**src/rtl/pdp8_xbus_pkg.sv**
```systemverilog
// Shared types and bus_out field layout for the PDP-8 narrow external bus sequencer.
// State encoding, field positions, fixed bus codes and small encode helpers.
package pdp8_xbus_pkg;

    typedef enum logic [3:0] {
        IDLE,
        AHI,
        ALO,
        IOSEL,
        DAT0,
        DAT1,
        DAT2,
        IOEND,
        DONE
    } state_t;

    localparam int BUS_MODE_BIT = 7;
    localparam int BUS_HI_BIT   = 6;
    localparam int BUS_IDX_LSB  = 5;
    localparam int BUS_WR_BIT   = 4;
    localparam int BUS_NIB_LSB  = 0;

    localparam logic [1:0] IDX_IOSEL = 2'b11;
    localparam logic [7:0] IDLE_BUS  = 8'h00;
    localparam logic [7:0] IOEND_BUS = 8'h80;

    function automatic logic [7:0] addr_bus(input logic hi, input logic [5:0] a);
        logic [7:0] b;
        b = '0;
        b[BUS_MODE_BIT] = 1'b1;
        b[BUS_HI_BIT]   = hi;
        b[5:0]          = a;
        return b;
    endfunction

    function automatic logic [7:0] data_bus(input logic [1:0] idx, input logic wr,
                                            input logic [3:0] nib);
        logic [7:0] b;
        b = '0;
        b[BUS_IDX_LSB +: 2] = idx;
        b[BUS_WR_BIT]       = wr;
        b[BUS_NIB_LSB +: 4] = nib;
        return b;
    endfunction

    function automatic logic [7:0] iosel_bus(input logic [4:0] dev);
        logic [7:0] b;
        b = '0;
        b[BUS_IDX_LSB +: 2] = IDX_IOSEL;
        b[4:0]              = dev;
        return b;
    endfunction

    function automatic logic is_dat(input state_t s);
        return (s == DAT0) || (s == DAT1) || (s == DAT2);
    endfunction

endpackage

```
**src/rtl/pdp8_xbus_seq.sv**
```systemverilog
// Sequences one 12-bit memory or IO transfer over an 8-bit registered bus,
// with nibble-wide data phases, optional wait states and a high-address cache.
module pdp8_xbus_seq
    import pdp8_xbus_pkg::*;
#(
    parameter int WAIT_CYCLES = 0,
    parameter bit ADDR_CACHE  = 1'b1
) (
    input  logic        clk,
    input  logic        rst,
    input  logic        req_valid,
    output logic        req_ready,
    input  logic        req_write,
    input  logic        req_io,
    input  logic [11:0] req_addr,
    input  logic [11:0] req_wdata,
    output logic        rsp_valid,
    output logic [11:0] rsp_rdata,
    output logic [7:0]  bus_out,
    input  logic [3:0]  bus_in
);

    localparam logic [1:0] WAIT_INIT = 2'(WAIT_CYCLES);

    state_t      state;
    state_t      state_nxt;
    logic [1:0]  wait_cnt;
    logic        wr_q;
    logic        io_q;
    logic [11:0] addr_q;
    logic [11:0] wdata_q;
    logic [11:0] rdata_q;
    logic [11:0] rdata_nxt;
    logic        cache_valid;
    logic [5:0]  cache_hi;
    logic [7:0]  bus_nxt;
    logic [11:0] f_addr;
    logic        accept;
    logic        hit;
    logic        last;

    assign req_ready = (state == IDLE);
    assign rsp_valid = (state == DONE);
    assign accept    = req_valid && req_ready;
    assign last      = (wait_cnt == 2'd0);
    assign hit       = ADDR_CACHE && cache_valid && (cache_hi == req_addr[11:6]);
    // Address phases entered straight from IDLE must see the live request.
    assign f_addr    = accept ? req_addr : addr_q;

    always_comb begin
        state_nxt = state;
        unique case (state)
            IDLE:    if (req_valid) state_nxt = req_io ? IOSEL : (hit ? ALO : AHI);
            AHI:     state_nxt = ALO;
            ALO:     state_nxt = DAT0;
            IOSEL:   state_nxt = DAT0;
            DAT0:    if (last) state_nxt = DAT1;
            DAT1:    if (last) state_nxt = DAT2;
            DAT2:    if (last) state_nxt = io_q ? IOEND : DONE;
            IOEND:   state_nxt = DONE;
            DONE:    state_nxt = IDLE;
            default: state_nxt = IDLE;
        endcase
    end

    always_comb begin
        bus_nxt = IDLE_BUS;
        case (state_nxt)
            AHI:     bus_nxt = addr_bus(1'b1, f_addr[11:6]);
            ALO:     bus_nxt = addr_bus(1'b0, f_addr[5:0]);
            IOSEL:   bus_nxt = iosel_bus(f_addr[4:0]);
            DAT0:    bus_nxt = data_bus(2'd0, wr_q, wr_q ? wdata_q[11:8] : 4'h0);
            DAT1:    bus_nxt = data_bus(2'd1, wr_q, wr_q ? wdata_q[7:4] : 4'h0);
            DAT2:    bus_nxt = data_bus(2'd2, wr_q, wr_q ? wdata_q[3:0] : 4'h0);
            IOEND:   bus_nxt = IOEND_BUS;
            default: bus_nxt = IDLE_BUS;
        endcase
    end

    always_comb begin
        rdata_nxt = rdata_q;
        case (state)
            DAT0:    rdata_nxt[11:8] = bus_in;
            DAT1:    rdata_nxt[7:4]  = bus_in;
            DAT2:    rdata_nxt[3:0]  = bus_in;
            default: rdata_nxt = rdata_q;
        endcase
    end

    always_ff @(posedge clk or posedge rst) begin
        if (rst) begin
            state       <= IDLE;
            bus_out     <= IDLE_BUS;
            wait_cnt    <= 2'd0;
            wr_q        <= 1'b0;
            io_q        <= 1'b0;
            addr_q      <= '0;
            wdata_q     <= '0;
            rdata_q     <= '0;
            rsp_rdata   <= '0;
            cache_valid <= 1'b0;
            cache_hi    <= '0;
        end else begin
            state   <= state_nxt;
            bus_out <= bus_nxt;
            if (accept) begin
                wr_q    <= req_write;
                io_q    <= req_io;
                addr_q  <= req_addr;
                wdata_q <= req_wdata;
            end
            if (state_nxt != state && is_dat(state_nxt)) begin
                wait_cnt <= WAIT_INIT;
            end else if (!last) begin
                wait_cnt <= wait_cnt - 2'd1;
            end
            if (!wr_q && last && is_dat(state)) begin
                rdata_q <= rdata_nxt;
            end
            // Reads publish once, on DONE entry, so the result is stable between completions.
            if (state_nxt == DONE && state != DONE && !wr_q) begin
                rsp_rdata <= rdata_nxt;
            end
            if (state_nxt == AHI) begin
                cache_hi    <= req_addr[11:6];
                cache_valid <= 1'b1;
            end
        end
    end

endmodule

```
**config.mk**
```make
export PLATFORM = sky130hd
export DESIGN_NAME = pdp8_xbus_seq
export DESIGN_NICKNAME = d
export VERILOG_FILES = /design/src/rtl/pdp8_xbus_pkg.sv /design/src/rtl/pdp8_xbus_seq.sv
export SDC_FILE = /design/constraint.sdc
export NUM_CORES = 1
export LEC_CHECK = 0
export CELL_PAD_IN_SITES_DETAIL_PLACEMENT = 0
export CELL_PAD_IN_SITES_GLOBAL_PLACEMENT = 1
export CORE_MARGIN = 1.5
export CORE_UTILIZATION = 42
export CTS_CLUSTER_SIZE = 14
export DETAILED_ROUTE_END_ITERATION = 10
export PLACE_DENSITY = 0.76
export SLEW_MARGIN = 20
export SYNTH_ARGS = -nofsm -noshare
export SYNTH_HDL_FRONTEND = slang
export SYNTH_SLANG_ARGS = --single-unit
```
**constraint.sdc**
```tcl
create_clock -name clk -period 2.4 [get_ports clk]
set_input_delay 0.48 -clock clk [delete_from_list [all_inputs] [get_ports clk]]
set_output_delay 0.48 -clock clk [all_outputs]
set_load 0.02 [all_outputs]
```
==> Yosys cells after proc, flatten, opt, wreduce, memory -nomap -nowiden <==
Cells that the tools add are included.
{ "classes": {"addsub": 1, "n_eq_ne": 20, "mux": 18, "reduce_logical": 15} }
{ "op_table": {"columns": ["op", "n"], "rows": [
  ["8-bit one-hot mux with 7 select lines", 1],
  ["4-bit two-way mux", 11],
  ["4-bit by 3-bit == test with 1-bit output (second input constant)", 8],
  ["4-bit one-hot mux with 7 select lines", 1],
  ["4-bit by 2-bit == test with 1-bit output (second input constant)", 4],
  ["12-bit two-way mux", 1],
  ["4-bit by 1-bit == test with 1-bit output (second input constant)", 2],
  ["4-bit == test (second input constant)", 2],
  ["2-bit two-way mux", 4],
  ["1-bit logical AND", 7],
  ["6-bit == test", 1],
  ["4-bit logical NOT", 1],
  ["1-bit logical OR", 4],
  ["4-bit inequality test", 1],
  ["4-bit inequality test (second input constant)", 1],
  ["2-bit logical NOT", 1],
  ["2-bit by 1-bit inequality test with 1-bit output (second input constant)", 1],
  ["2-bit OR reduction", 1],
  ["2-bit by 1-bit subtractor with 2-bit output (second input constant)", 1],
  ["1-bit logical NOT", 1]
]} }
{ "word_totals": {"reg_bits": 71, "inputBits": 33, "output_inout_bits": 22, "wordCells": 65} }

==> Logic depth before layout (Yosys ltp) <==
{ "depth": {"ltp_word": 11, "ltp_mapped": 8, "mapped_depth_nobuf": 7} }

==> Worst setup path after synthesis <==
No wires, ideal clock.
{ "synth_timing": {"path_kind": "register to output", "from": "register state[3]", "to": "output rsp_valid", "t_arrival_ns": 1.457, "t_required_ns": 1.920, "setup_slack_ns": 0.463, "path_stages_with_launch": 3, "path_buffers": 1, "cell_sequence": "dfrtp_1 clkbuf_1 nor4b_1"} }
{ "synth_via": {"elab_chain_cells": 1} }
{ "synth_rtl": {"columns": ["element", "line", "text"], "rows": [
  ["from (decl)", "pdp8_xbus_seq.sv:25", "state_t state;"],
  ["from (signal assigned)", "pdp8_xbus_seq.sv:104", "state <= state_nxt;"],
  ["4-bit == test", "pdp8_xbus_seq.sv:43", "assign rsp_valid = (state == DONE);"],
  ["to (decl)", "pdp8_xbus_seq.sv:17", "output logic rsp_valid,"]
]} }
Every way passes these cells.

==> Worst setup path after layout <==
{ "layout_timing": {"from": "register state[2]", "to": "output rsp_valid"} }
Same word-level chain as after synthesis.

==> results.txt <==
----------------------------------------------------
[Status]
  Run status ... completed

[Hold path]
  Min-Delay Path Class ... register to register
  Source of the worst hold timing path ... wdata_q[3]
  Number of cells traversed by the worst hold path ... 2
  Worst Hold Endpoint ... wdata_q[3]

[Worst setup path]
  Number of buffer and inverter instances along the worst setup path ... 1
  Crit-path slowest cell ... dfrtp_1
  Critical-path maximum fanout ... 13
  R2R setup slack ... 0.33 ns
  Crit Reg-Reg Endpoint ... bus_out[3]
  Class of the most critical setup path ... register to output pin
  Category of the worst setup path capture point ... output pin
  Worst flop-to-flop path startpoint ... wait_cnt[0]
  Cell breakdown of the critical path ... nor4b_1, dlygate4sd2_1
  Worst stage delay on the critical path ... 0.56 ns
  Crit path required time ... 1.92 ns
  Largest delay share family, worst path ... flip-flops
  CP arrival ... 1.61 ns
  Startpoint types ... register
  Number of cell instances on the worst register-to-register path ... 7

[Layout]
  Number of nets at the end of the flow ... 378
  Most frequent standard cell in the layout excluding fill and tap cells ... dfrtp_1
  Most used cells in the layout excluding fill and tap cells ... 67 x dfrtp_1, 52 x clkdlybuf4s50_1, 26 x mux2_1, 23 x nand2_1, 21 x nor2_1
  Area overhead of the layout relative to synthesis ... 27.46%
  Non-filler instance count after layout ... roughly 450
  Post-Layout Inst Area ... 4076 sq um
  Count of inserted antenna diode cells ... 0
  Fraction of final layout cells with drive strength greater than 1 ... 11.75%

[Pwr]
  Power per unit of standard cell area ... 1278 nW/um^2
  Worst-case vdd ir drop ... 0.4303 mV
  Comb pwr share ... between 40% and 50%
  Net Sw Frac ... 37.78%
  Share of power burned in the clock network ... 17.3%
  Proportion of power drawn by flip-flops and latches ... between 30% and 40%
  Leakage ... between 1.5 and 2 nW
  Internal ... 0.003241 W
  Sw Pwr ... 0.001968 W

[Clocking]
  Clock-pin slew on the worst setup and hold paths ... about 0.07 ns
  Clock latency of the later-clocked register in the worst-skew pair ... roughly 0.34 ns
  Post-cts repair resize count ... 1
  Number of clock buffers inserted by TritonCTS ... 9
  CTS tree ... done
  Number of buffers inserted by post-CTS setup repair ... 0
  H-Tree Depth ... 3
  Cell at the root of the clock tree ... clkbuf_8
  Clock sinks ... 67
  Post-CTS Hold Fix Bufs ... 0
  Maximum clock insertion buffer count ... 2

[Synthesis]
  Most used DFF post-synth ... dfrtp_1
  Sequential cell area fraction in the yosys report ... between 50% and 60%
  Netlist area before placement ... 3198 sq um
  Cell type with the largest total area after synthesis ... dfrtp_1
  Post-synthesis net count ... 314
  Count of mapped cells out of synthesis ... 280
  Flip-flop and latch count after synthesis ... between 60 and 70
  Synth Area per Inst ... about 11 sq um
  Area share of the largest cell type after synthesis ... about 52%
  Yosys cell types ... between 50 and 60
  Async S/R FF share, synth ... 100.0%
  Yosys warns ... 0
  Post-synth EDFFs ... 0
  Cell types occupying the most area after synthesis ... dfrtp_1 52%, mux2_1 9.2%, mux2i_1 5.0%

[STA]
  Top achievable clock speed ... approximately 480 MHz
  Setup_tns ... 0 ns
  Clock period minus final worst setup slack ... 2.094 ns
  Final Hold Slack ... 0.4768 ns
  Final hold violations ... 0
  Layout Skew ... about 0.010 ns
  RSZ-0062 raised after global routing ... no
  Part of the cycle the worst path needs ... 87.26%
  Setup-failing EPs final ... 0
  Pins over their slew limit ... 0
  Actual slew at the worst max-slew pin ... 0.6645 ns
  Slew HR ... 54.56%

[Drt]
  Drt wl/cell ... about 16 um
  WL met3 ... 300 um
  DR top layer ... met4
  Met1 wire length ... between 3000 and 4000 um
  DRC violation count after routing ... 0
  Vias per inst ... roughly 5.1
  Met2 Wirelength ... 3195 um
  Via count ... 2301
  Sum of routed wire length over all layers ... 7057 um
  Routed Antenna Nets ... 0
  First DRT Iteration DRCs ... 136
  Number of detailed-routing iterations run before antenna repair ... 4

[Global route]
  Antenna violations before repair ... 0
  Global routing usage summed across all routing layers ... 18.33%
  Number of global-route vias before repair ... 2279
  Final global-route overflow total ... 0
  Maximum number of pins on one net before global-route repair ... 40
  First-pass GRT wire length ... 11650 um

[Floorplan]
  Die area ... around 8000 sq um
  # rows ... 31
  I/O pin count ... 55
  Height of the chip ... roughly 90 um
  Initial Utilization ... 43.86%
  Die width ... approximately 90 um
  Core area ... ~7300 sq um

[Placement]
  Hpwl dp ... 5233 um
  Final RePlAce weighted congestion ... 0.8287
  Cell count after placement ... 432
  Buffers added on ports ... 54
  Placed cell areas ... 3890 sq um

[Run]
  # Max-Cap Violations ... 0

----------------------------------------------------
## cells in the mapped netlist (5+ instances only)
master    instances
inv_1             7
nor2_1           21
o21ai_0           5
a21o_1            5
mux2i_1          16
dfrtp_1          67
a21oi_1          19
nand3_1           8
nand2_1          23
o211ai_1          5
xnor2_1           7
mux2_1           26
## kinds of logic after synthesis
logic type	share of synthesized area (%)
simple gates	15.81
flops	52.43
compound gates	9.938
mux	16.28
buf+inv	2.973
xor+xnor	2.191
fa+ha+maj	0.3912
## power by group through the flow
stage	Clock [W]	Combinational (W)	Sequential, W
after floorplan	0	0.00147	0.00209
after global placement	0	0.00227	0.00203
after detailed placement	0	0.00231	0.00204
after CTS	0.000925	0.00231	0.00202
after global routing	0.000975	0.00252	0.00208
final	0.000900	0.00229	0.00202
## per-layer routing
layer,vias to the layer above,global-route usage [%]
li1,1130,-
met1,1105,26.79
met2,58,26.89
met3,8,3.451
met4,0,7.143
met5,-,0
## state kept, by name, summed over array words and instances, names as in the netlist
name / count
rdata_q: 12
rsp_rdata: 12
wdata_q: 12
addr_q: 8
bus_out: 8
cache_hi: 6
state: 4
wait_cnt: 2
cache_valid: 1
io_q: 1
wr_q: 1
## per-stage QoR
step | setup slack [ns] | util, % | total power, W
after floorplan | 0.2368 | - | 0.003557
after global placement | 0.2029 | 53.35 | 0.004299
after detailed placement | -0.004162 | 53.35 | 0.004346
after CTS | 0.01387 | 55.87 | 0.005259
after global routing | 0.1336 | 55.90 | 0.005583
final | 0.3058 | 55.90 | 0.005209
## how the worst max path moves through the flow
stage           startpoint          to  cells after the start
6_report          state[2]   rsp_valid                      2
5_1_grt        wait_cnt[0]  bus_out[3]                      7
4_1_cts           state[0]   req_ready                      2
3_5_place_dp   req_addr[9]  bus_out[2]                      6
3_3_place_gp   req_addr[6]  bus_out[2]                      6
2_1_floorplan          rst   addr_q[0]                      1
## layout make-up
type	instances	area (sq um)
well taps	99	123.9
repair buffers	64	629.4
clock buffers	11	131.4
clock inverters	5	53.80
multi-input cells	195	1435
fillers	663	3216
inverters	7	26.28
flip-flops and latches	67	1677
## worst register-to-register path, stage by stage (launching register included)
cell and delay [ns]:
dfrtp_1 0.38, inv_1 0.05, ha_1 0.36, or2_1 0.29, a31oi_1 0.38, nand3_1 0.26, a21o_1 0.24, nand4_1 0.07
Power figures use the tool's default switching activity.
